**src/rtl/zpu_sd_pkg.sv**
```systemverilog
// Shared types and constants for the ZPU SD sector controller.
package zpu_sd_pkg;

  typedef enum logic [1:0] {
    IDLE = 2'd0,
    REQ  = 2'd1,
    XFER = 2'd2,
    DONE = 2'd3
  } sd_state_t;

  localparam int BUF_DEPTH = 512;
  localparam int BUF_AW    = $clog2(BUF_DEPTH);

  localparam int STAT_IO_DONE      = 0;
  localparam int STAT_MOUNTED      = 1;
  localparam int STAT_FILENO_LSB   = 2;
  localparam int STAT_FILETYPE_LSB = 5;
  localparam int STAT_READONLY     = 7;

endpackage

```
**src/rtl/zpu_sd_ctrl_if.sv**
```systemverilog
// ZPU-side register/strobe port of the SD sector controller.
interface zpu_sd_ctrl_if;

  logic        zpu_lba_sel;
  logic        zpu_block_rd;
  logic        zpu_block_wr;
  logic        zpu_io_wr;
  logic        zpu_data_wr;
  logic        zpu_data_rd;
  logic [31:0] zpu_wdata;
  logic [31:0] zpu_rdata;
  logic [7:0]  zpu_status;
  logic        zpu_error;

  modport master (
    output zpu_lba_sel, zpu_block_rd, zpu_block_wr, zpu_io_wr,
           zpu_data_wr, zpu_data_rd, zpu_wdata,
    input  zpu_rdata, zpu_status, zpu_error
  );

  modport slave (
    input  zpu_lba_sel, zpu_block_rd, zpu_block_wr, zpu_io_wr,
           zpu_data_wr, zpu_data_rd, zpu_wdata,
    output zpu_rdata, zpu_status, zpu_error
  );

endinterface

```
**src/rtl/zpu_sd_edge.sv**
```systemverilog
// Registered rise/fall detector with STAGES flops ahead of the history flop.
module zpu_sd_edge #(
  parameter int STAGES = 1
) (
  input  logic clk_sys,
  input  logic reset,
  input  logic sig,
  output logic rise,
  output logic fall
);

  logic [STAGES:0] pipe;

  always_ff @(posedge clk_sys) begin
    if (reset) pipe <= '0;
    else       pipe <= {pipe[STAGES-1:0], sig};
  end

  assign rise =  pipe[STAGES-1] & ~pipe[STAGES];
  assign fall = ~pipe[STAGES-1] &  pipe[STAGES];

endmodule

```
**src/rtl/zpu_sd_ctrl.sv**
```systemverilog
// ZPU <-> HPS SD sector controller: request FSM, ack timeout, buffer pointer, mount info.
// Sector writes are built only when ZPU_SD_WRITE_EN is defined.
module zpu_sd_ctrl
  import zpu_sd_pkg::*;
#(
  parameter int unsigned ACK_TIMEOUT = 50_000_000
) (
  input  logic              clk_sys,
  input  logic              reset,
  zpu_sd_ctrl_if.slave      zpu,
  output logic [31:0]       sd_lba,
  output logic              sd_rd,
  output logic              sd_wr,
  input  logic              sd_ack,
  input  logic              img_mounted,
  input  logic [31:0]       img_size,
  input  logic [7:0]        ioctl_index,
  output logic [BUF_AW-1:0] buf_addr,
  output logic              buf_wr,
  input  logic [7:0]        buf_q
);

  // state | meaning
  // IDLE  | waiting for a block_rd / block_wr rising edge
  // REQ   | sd_rd or sd_wr asserted, waiting for sd_ack high
  // XFER  | HPS moving the sector, waiting for sd_ack low
  // DONE  | one cycle to raise io_done, then back to IDLE

  localparam logic [31:0] TMO_LOAD = 32'(ACK_TIMEOUT - 1);

  sd_state_t   state, state_nxt;
  logic        rd_rise, wr_rise, dwr_rise, drd_fall, mnt_rise;
  logic        rd_fall, wr_fall, dwr_fall, drd_rise, mnt_fall;
  logic        wr_req;
  logic        accept_rd, accept_wr, ack_seen, timeout, done;
  logic [31:0] tmo_cnt;
  logic        sd_wr_q, io_done, zpu_err, mounted;
  logic [2:0]  fileno;
  logic [1:0]  filetype;
  logic        readonly_q, ro_bit;
  logic [31:0] filesize;
  logic [7:0]  status;
  logic        unused_sig;

  zpu_sd_edge #(.STAGES(1)) u_rd_edge  (.clk_sys(clk_sys), .reset(reset), .sig(zpu.zpu_block_rd),
                                        .rise(rd_rise), .fall(rd_fall));
  zpu_sd_edge #(.STAGES(1)) u_wr_edge  (.clk_sys(clk_sys), .reset(reset), .sig(zpu.zpu_block_wr),
                                        .rise(wr_rise), .fall(wr_fall));
  zpu_sd_edge #(.STAGES(2)) u_dwr_edge (.clk_sys(clk_sys), .reset(reset), .sig(zpu.zpu_data_wr),
                                        .rise(dwr_rise), .fall(dwr_fall));
  zpu_sd_edge #(.STAGES(1)) u_drd_edge (.clk_sys(clk_sys), .reset(reset), .sig(zpu.zpu_data_rd),
                                        .rise(drd_rise), .fall(drd_fall));
  zpu_sd_edge #(.STAGES(1)) u_mnt_edge (.clk_sys(clk_sys), .reset(reset), .sig(img_mounted),
                                        .rise(mnt_rise), .fall(mnt_fall));

`ifdef ZPU_SD_WRITE_EN
  assign wr_req = wr_rise;
  assign sd_wr  = sd_wr_q;
  assign ro_bit = readonly_q;
`else
  assign wr_req = 1'b0;
  assign sd_wr  = 1'b0;
  assign ro_bit = 1'b1;
`endif

  assign unused_sig = &{1'b0, rd_fall, wr_fall, dwr_fall, drd_rise, mnt_fall,
                        wr_rise, sd_wr_q, readonly_q};

  always_comb begin
    state_nxt = state;
    accept_rd = 1'b0;
    accept_wr = 1'b0;
    ack_seen  = 1'b0;
    timeout   = 1'b0;
    done      = 1'b0;
    case (state)
      IDLE: begin
        // read wins a same-cycle collision; edges outside IDLE are simply lost
        if (rd_rise) begin
          accept_rd = 1'b1;
          state_nxt = REQ;
        end else if (wr_req) begin
          accept_wr = 1'b1;
          state_nxt = REQ;
        end
      end
      REQ: begin
        if (tmo_cnt == '0) begin
          timeout   = 1'b1;
          state_nxt = IDLE;
        end else if (sd_ack) begin
          ack_seen  = 1'b1;
          state_nxt = XFER;
        end
      end
      XFER: begin
        if (tmo_cnt == '0) begin
          timeout   = 1'b1;
          state_nxt = IDLE;
        end else if (!sd_ack) begin
          state_nxt = DONE;
        end
      end
      DONE: begin
        done      = 1'b1;
        state_nxt = IDLE;
      end
      default: state_nxt = IDLE;
    endcase
  end

  always_ff @(posedge clk_sys) begin
    if (reset) begin
      state   <= IDLE;
      sd_rd   <= 1'b0;
      sd_wr_q <= 1'b0;
      io_done <= 1'b0;
      zpu_err <= 1'b0;
      tmo_cnt <= '0;
    end else begin
      state <= state_nxt;
      if (accept_rd || accept_wr) begin
        sd_rd   <= accept_rd;
        sd_wr_q <= accept_wr;
        io_done <= 1'b0;
        zpu_err <= 1'b0;
        tmo_cnt <= TMO_LOAD;
      end else if ((state == REQ || state == XFER) && tmo_cnt != '0) begin
        tmo_cnt <= tmo_cnt - 32'd1;
      end
      if (ack_seen || timeout) begin
        sd_rd   <= 1'b0;
        sd_wr_q <= 1'b0;
      end
      if (timeout) begin
        zpu_err <= 1'b1;
        io_done <= 1'b1;
      end
      if (done) io_done <= 1'b1;
    end
  end

  always_ff @(posedge clk_sys) begin
    if (reset) begin
      buf_addr <= '0;
      buf_wr   <= 1'b0;
      mounted  <= |img_size;
    end else begin
      buf_wr <= dwr_rise & ~zpu.zpu_lba_sel;
      if (zpu.zpu_io_wr)            buf_addr <= '0;
      else if (buf_wr || drd_fall)  buf_addr <= buf_addr + 1'b1;
      if (mnt_rise) mounted <= ~mounted;
    end
  end

  // Image/LBA registers deliberately survive reset
  always_ff @(posedge clk_sys) begin
    if (!reset && dwr_rise && zpu.zpu_lba_sel) sd_lba <= zpu.zpu_wdata;
    if (!reset && mnt_rise) begin
      fileno     <= 3'd0;
      filetype   <= ioctl_index[7:6];
      readonly_q <= 1'b1;
      filesize   <= img_size;
    end
  end

  always_comb begin
    status                                = '0;
    status[STAT_IO_DONE]                  = io_done;
    status[STAT_MOUNTED]                  = mounted;
    status[STAT_FILENO_LSB +: 3]          = fileno;
    status[STAT_FILETYPE_LSB +: 2]        = filetype;
    status[STAT_READONLY]                 = ro_bit;
  end

  assign zpu.zpu_status = status;
  assign zpu.zpu_error  = zpu_err;
  assign zpu.zpu_rdata  = zpu.zpu_lba_sel ? filesize : {24'b0, buf_q};

endmodule

```
**src/flat_wrapper.sv**
```systemverilog
// flat-port wrapper written by rule: the top's interface ports become plain ports
module zpu_sd_ctrl_flat import zpu_sd_pkg::*;
#(
  parameter int unsigned ACK_TIMEOUT = 50_000_000
)
  (clk_sys, reset, sd_lba, sd_rd, sd_wr, sd_ack, img_mounted, img_size, ioctl_index, buf_addr, buf_wr, buf_q, zpu_zpu_lba_sel, zpu_zpu_block_rd, zpu_zpu_block_wr, zpu_zpu_io_wr, zpu_zpu_data_wr, zpu_zpu_data_rd, zpu_zpu_wdata, zpu_zpu_rdata, zpu_zpu_status, zpu_zpu_error);
  zpu_sd_ctrl_if zpu_i ();
  input  logic clk_sys;
  input  logic reset;
  output logic [31:0] sd_lba;
  output logic sd_rd;
  output logic sd_wr;
  input  logic sd_ack;
  input  logic img_mounted;
  input  logic [31:0] img_size;
  input  logic [7:0] ioctl_index;
  output logic [BUF_AW-1:0] buf_addr;
  output logic buf_wr;
  input  logic [7:0] buf_q;
  input wire logic [$bits(zpu_i.zpu_lba_sel)-1:0] zpu_zpu_lba_sel;
  input wire logic [$bits(zpu_i.zpu_block_rd)-1:0] zpu_zpu_block_rd;
  input wire logic [$bits(zpu_i.zpu_block_wr)-1:0] zpu_zpu_block_wr;
  input wire logic [$bits(zpu_i.zpu_io_wr)-1:0] zpu_zpu_io_wr;
  input wire logic [$bits(zpu_i.zpu_data_wr)-1:0] zpu_zpu_data_wr;
  input wire logic [$bits(zpu_i.zpu_data_rd)-1:0] zpu_zpu_data_rd;
  input wire logic [$bits(zpu_i.zpu_wdata)-1:0] zpu_zpu_wdata;
  output wire logic [$bits(zpu_i.zpu_rdata)-1:0] zpu_zpu_rdata;
  output wire logic [$bits(zpu_i.zpu_status)-1:0] zpu_zpu_status;
  output wire logic [$bits(zpu_i.zpu_error)-1:0] zpu_zpu_error;
  assign zpu_i.zpu_lba_sel = zpu_zpu_lba_sel;
  assign zpu_i.zpu_block_rd = zpu_zpu_block_rd;
  assign zpu_i.zpu_block_wr = zpu_zpu_block_wr;
  assign zpu_i.zpu_io_wr = zpu_zpu_io_wr;
  assign zpu_i.zpu_data_wr = zpu_zpu_data_wr;
  assign zpu_i.zpu_data_rd = zpu_zpu_data_rd;
  assign zpu_i.zpu_wdata = zpu_zpu_wdata;
  assign zpu_zpu_rdata = zpu_i.zpu_rdata;
  assign zpu_zpu_status = zpu_i.zpu_status;
  assign zpu_zpu_error = zpu_i.zpu_error;
  zpu_sd_ctrl #(.ACK_TIMEOUT(ACK_TIMEOUT)) u_core (.clk_sys(clk_sys), .reset(reset), .zpu(zpu_i), .sd_lba(sd_lba), .sd_rd(sd_rd), .sd_wr(sd_wr), .sd_ack(sd_ack), .img_mounted(img_mounted), .img_size(img_size), .ioctl_index(ioctl_index), .buf_addr(buf_addr), .buf_wr(buf_wr), .buf_q(buf_q));
endmodule
```
**config.mk**
```make
export PLATFORM = sky130hd
export DESIGN_NAME = zpu_sd_ctrl_flat
export DESIGN_NICKNAME = d
export VERILOG_FILES = /design/src/rtl/zpu_sd_pkg.sv /design/src/rtl/zpu_sd_ctrl_if.sv /design/src/rtl/zpu_sd_edge.sv /design/src/rtl/zpu_sd_ctrl.sv /design/src/flat_wrapper.sv
export SDC_FILE = /design/constraint.sdc
export NUM_CORES = 1
export LEC_CHECK = 0
export BUFFER_PORTS_ARGS = -buffer_cell sky130_fd_sc_hd__buf_2
export CAP_MARGIN = 40
export CORE_UTILIZATION = 30
export DETAILED_ROUTE_END_ITERATION = 8
export HOLD_SLACK_MARGIN = 0.08
export PLACE_DENSITY = 0.61
export SLEW_MARGIN = 5
export SYNTH_ARGS = -nofsm -noshare
export SYNTH_HDL_FRONTEND = slang
export SYNTH_SLANG_ARGS = --single-unit
```
**constraint.sdc**
```tcl
create_clock -name clk_sys -period 3.8 [get_ports clk_sys]
set_clock_uncertainty 0.1 [all_clocks]
set_input_delay 0.19 -clock clk_sys [delete_from_list [all_inputs] [get_ports clk_sys]]
set_output_delay 0.19 -clock clk_sys [all_outputs]
set_load 0.005 [all_outputs]
```
==> summary.txt <==
Global route
  – Vias in the first global route: 4057
  – First-pass GRT wire length: 19530 um
  – Largest net degree at the start of global routing: 35
  – Total grt overflow: 0
  – All-layer global routing usage: 14.84%
  – Gr busiest metal: met2
  – Antenna violations before repair: 0
  – M2 GR Usage: 26.33%
  – M1 GR Usage: 16.06%
  – GR Util met3: 4.845%

Floorplan
  – Die X: 131.0 um
  – FP Rows: 46
  – # IOs: 175
  – Die footprint: 17160 um^2
  – Core Area: 16060 um^2
  – Chip height: 131.0 um
  – Initial core utilization: 31.08%

Power
  – Power density cells: 514.6 nW/um^2
  – Worst VDD drop: 323.2 uV
  – Leak: 2.910 nW
  – P_sw: 1.008 mW
  – Net Sw Frac: 26.81%
  – Comb pwr share: 17.7%
  – Share of power burned in registers: 41.1%
  – Int Power: 2.753 mW
  – Clock network fraction of design power: 41.2%

Routing
  – DRT antenna net count: 0
  – Post-Route WL: 12720 um
  – Per-cell routed wire length: 14.41 um
  – Via density per instance: 4.716
  – 1st-pass router iterations: 6
  – Drt initial violations: 212
  – Via count: 4164
  – DRC: 0

Clock tree
  – Buffers from clock root to sink, at most: 2
  – H-tree depth: 4
  – Sink Count: 123
  – TritonCTS buffer count: 17
  – Skew-Pair Late Insertion Delay: 0.41 ns
  – Clk root buf: clkbuf_16
  – CTS tree: done
  – Post-CTS resize count: 0
  – Clk slew on worst S/H paths: 0.06 ns
  – Post-CTS setup buffers: 0

Timing
  – Max frequency: 336.2 MHz
  – Count of pins over their slew limit: 0
  – # setup viols final: 0
  – Fin. Hold Viols: 0
  – Relative slew slack: 49.34%
  – Worst-Margin Slew: 0.7480 ns
  – Final min period: 2.974 ns
  – Unrepaired setup endpoints after global routing: no
  – Final period utilization: 78.27%
  – TNS Setup: 0 ns

Cells and area
  – Area delta synth->final: 46.45%
  – Util after Layout: 45.52%
  – Diode count: 0
  – Multi-input logic area: 1712 um^2
  – Layout cells sized above 1: 33.13%
  – Fillers: 1405
  – Register area: 3133 um^2
  – Fin nets: 750

Logic synthesis
  – Synth Register Bits: 123
  – Synth warnings: 0
  – Cell variety after synth: 42
  – Post-Syn Area: 4991 um^2
  – Seq/Total Area, Yosys: 62.77%
  – Post-synth EDFFs: 67
  – Ys flop type: edfxtp_1
  – Synthesized netlist cell count: 417
  – Ys async rst share: 0%
  – Avg Cell Area, Syn: 11.97 um^2

Critical path
  – Crit Path Category: reg -> reg
  – CP max FO: 8
  – Element type at the critical path end: flip-flop
  – Worst reg2reg path startpoint: u_core.tmo_cnt[0]$_SDFFE_PP0P_
  – Critical path origin: u_core.tmo_cnt[0]$_SDFFE_PP0P_
  – WP data required: 4.03 ns
  – Worst EP arrival: 3.21 ns
  – Crit path launch type: flip-flop

Hold path
  – Worst hold path class: in -> reg
  – Hold wc startpoint: reset

Job
  – Max Cap Viol: 0

Placed design
  – Port Buffers: 162
  – GPL Wtd Cong: 0.7954
  – HPWL Detailed: 8282 um

Status
  – Outcome: completed
-- cell families after synthesis --
logic type / count (synthesis) / share of synthesized area (%)
buffers and inverters: 35 / 3.209
flip-flops: 123 / 62.77
adder cells (fa/ha/maj): 6 / 1.504
multiplexers: 9 / 2.031
AND/OR/NAND/NOR: 149 / 18.38
other: 2 / 0.1505
AO/OA/AOI/OAI: 83 / 10.20
XOR/XNOR: 10 / 1.755
-- layout by cell type (no fill, tap or decap), drive strengths merged, types with 16 or more instances in the layout --
cell / Yosys / routed
o31ai: 16 / 16
and2: 25 / 25
buf: 9 / 169
or3: 22 / 22
clkbuf: 17 / 17
a21oi: 26 / 26
or4: 23 / 23
dlygate4sd3: 0 / 72
nor2: 16 / 16
edfxtp: 67 / 67
o21ai: 17 / 17
dfxtp: 56 / 56
-- worst paths after layout --
kind | cells after the start | end | slack (ns)
min | 3 | u_core.state[0]$_SDFFE_PP0P_ | 0.09
max reg2reg | 7 | u_core.tmo_cnt[26]$_SDFFE_PP0P_ | 0.83
max | 7 | u_core.tmo_cnt[26]$_SDFFE_PP0P_ | 0.83
min reg2reg | 1 | u_core.buf_wr$_SDFF_PP0_ | 0.31
-- synthesized netlist by cell type, types with 9 or more instances --
library cell,instances,area (um^2)
edfxtp_1,67,2012
dfxtp_1,56,1121
a21oi_1,26,130.1
and2_1,25,156.4
or3_1,22,137.6
or4_1,20,150.1
clkbuf_1,17,63.81
o21ai_0,17,85.08
nor2_1,16,60.06
o31ai_1,16,120.1
a31oi_1,13,81.33
nor2b_1,11,68.82
nor4_1,11,68.82
nand2_1,10,37.54
inv_1,9,33.78
mux2_2,9,101.4
-- cell type report --
cell class / instances / area share [%]
Timing Repair Buffer: 241 / 21.67
Tap cell: 216 / 3.697
Sequential cell: 123 / 42.86
Clock inverter: 15 / 2.071
Clock buffer: 17 / 5.820
Inverter: 9 / 0.4622
Multi-Input combinational cell: 262 / 23.42
-- worst max-delay path: stages (launching register included) --
cell	delay, ns
dfxtp_1	0.31
inv_1	0.11
ha_1	0.19
or4b_2	0.63
or3_1	0.45
or3_1	0.46
or4_1	0.49
a21oi_1	0.14
-- through the flow --
step,worst slack [ns],hold WS [ns],power (mW),cell area [um^2],std cells
finish,0.8259,0.09006,3.762,7310,883
CTS,0.8183,0.08479,3.785,7310,883
detailed placement,0.8350,0.2688,2.171,6012,779
global placement,0.8983,0.2668,2.143,6012,779
floorplan,1.001,0.1889,1.987,5002,420
global route,0.6349,0.1134,3.936,7310,883
-- per-layer routing --
| layer | routed length [um] | up-vias |
|---|---|---|
| met2 | 6327 | 146 |
| met5 | 0 | - |
| met4 | 291 | 0 |
| li1 | - | 2037 |
| met1 | 5173 | 1957 |
| met3 | 928 | 24 |
-- timing repair --
item | in CTS | in global routing
setup endpoints to repair | 0 | 0
hold buffers | 72 | 0
endpoints found under the hold margin | 81 | 0
-- registers in the layout, indices dropped and copies added, names as in the netlist --
| signal | flops |
|---|---|
| u_core.u_mnt_edge.pipe | 2 |
| u_core.filetype | 2 |
| u_core.io_done | 1 |
| u_core.u_dwr_edge.pipe | 3 |
| u_core.state | 2 |
| u_core.u_rd_edge.pipe | 2 |
| u_core.mounted | 1 |
| u_core.buf_addr | 9 |
| u_core.zpu.zpu_error | 1 |
| u_core.filesize | 32 |
| u_core.u_drd_edge.pipe | 2 |
| u_core.sd_rd | 1 |
| u_core.buf_wr | 1 |
| u_core.sd_lba | 32 |
| u_core.tmo_cnt | 32 |
-- power by group through the flow --
stage	clock network [mW]	registers [mW]	logic, mW
floorplan	0	1.56	0.430
global placement	0	1.57	0.577
detailed placement	0	1.57	0.600
CTS	1.58	1.54	0.663
global route	1.63	1.56	0.744
finish	1.55	1.55	0.666
Note: power is estimated with default switching activity, not from simulation.
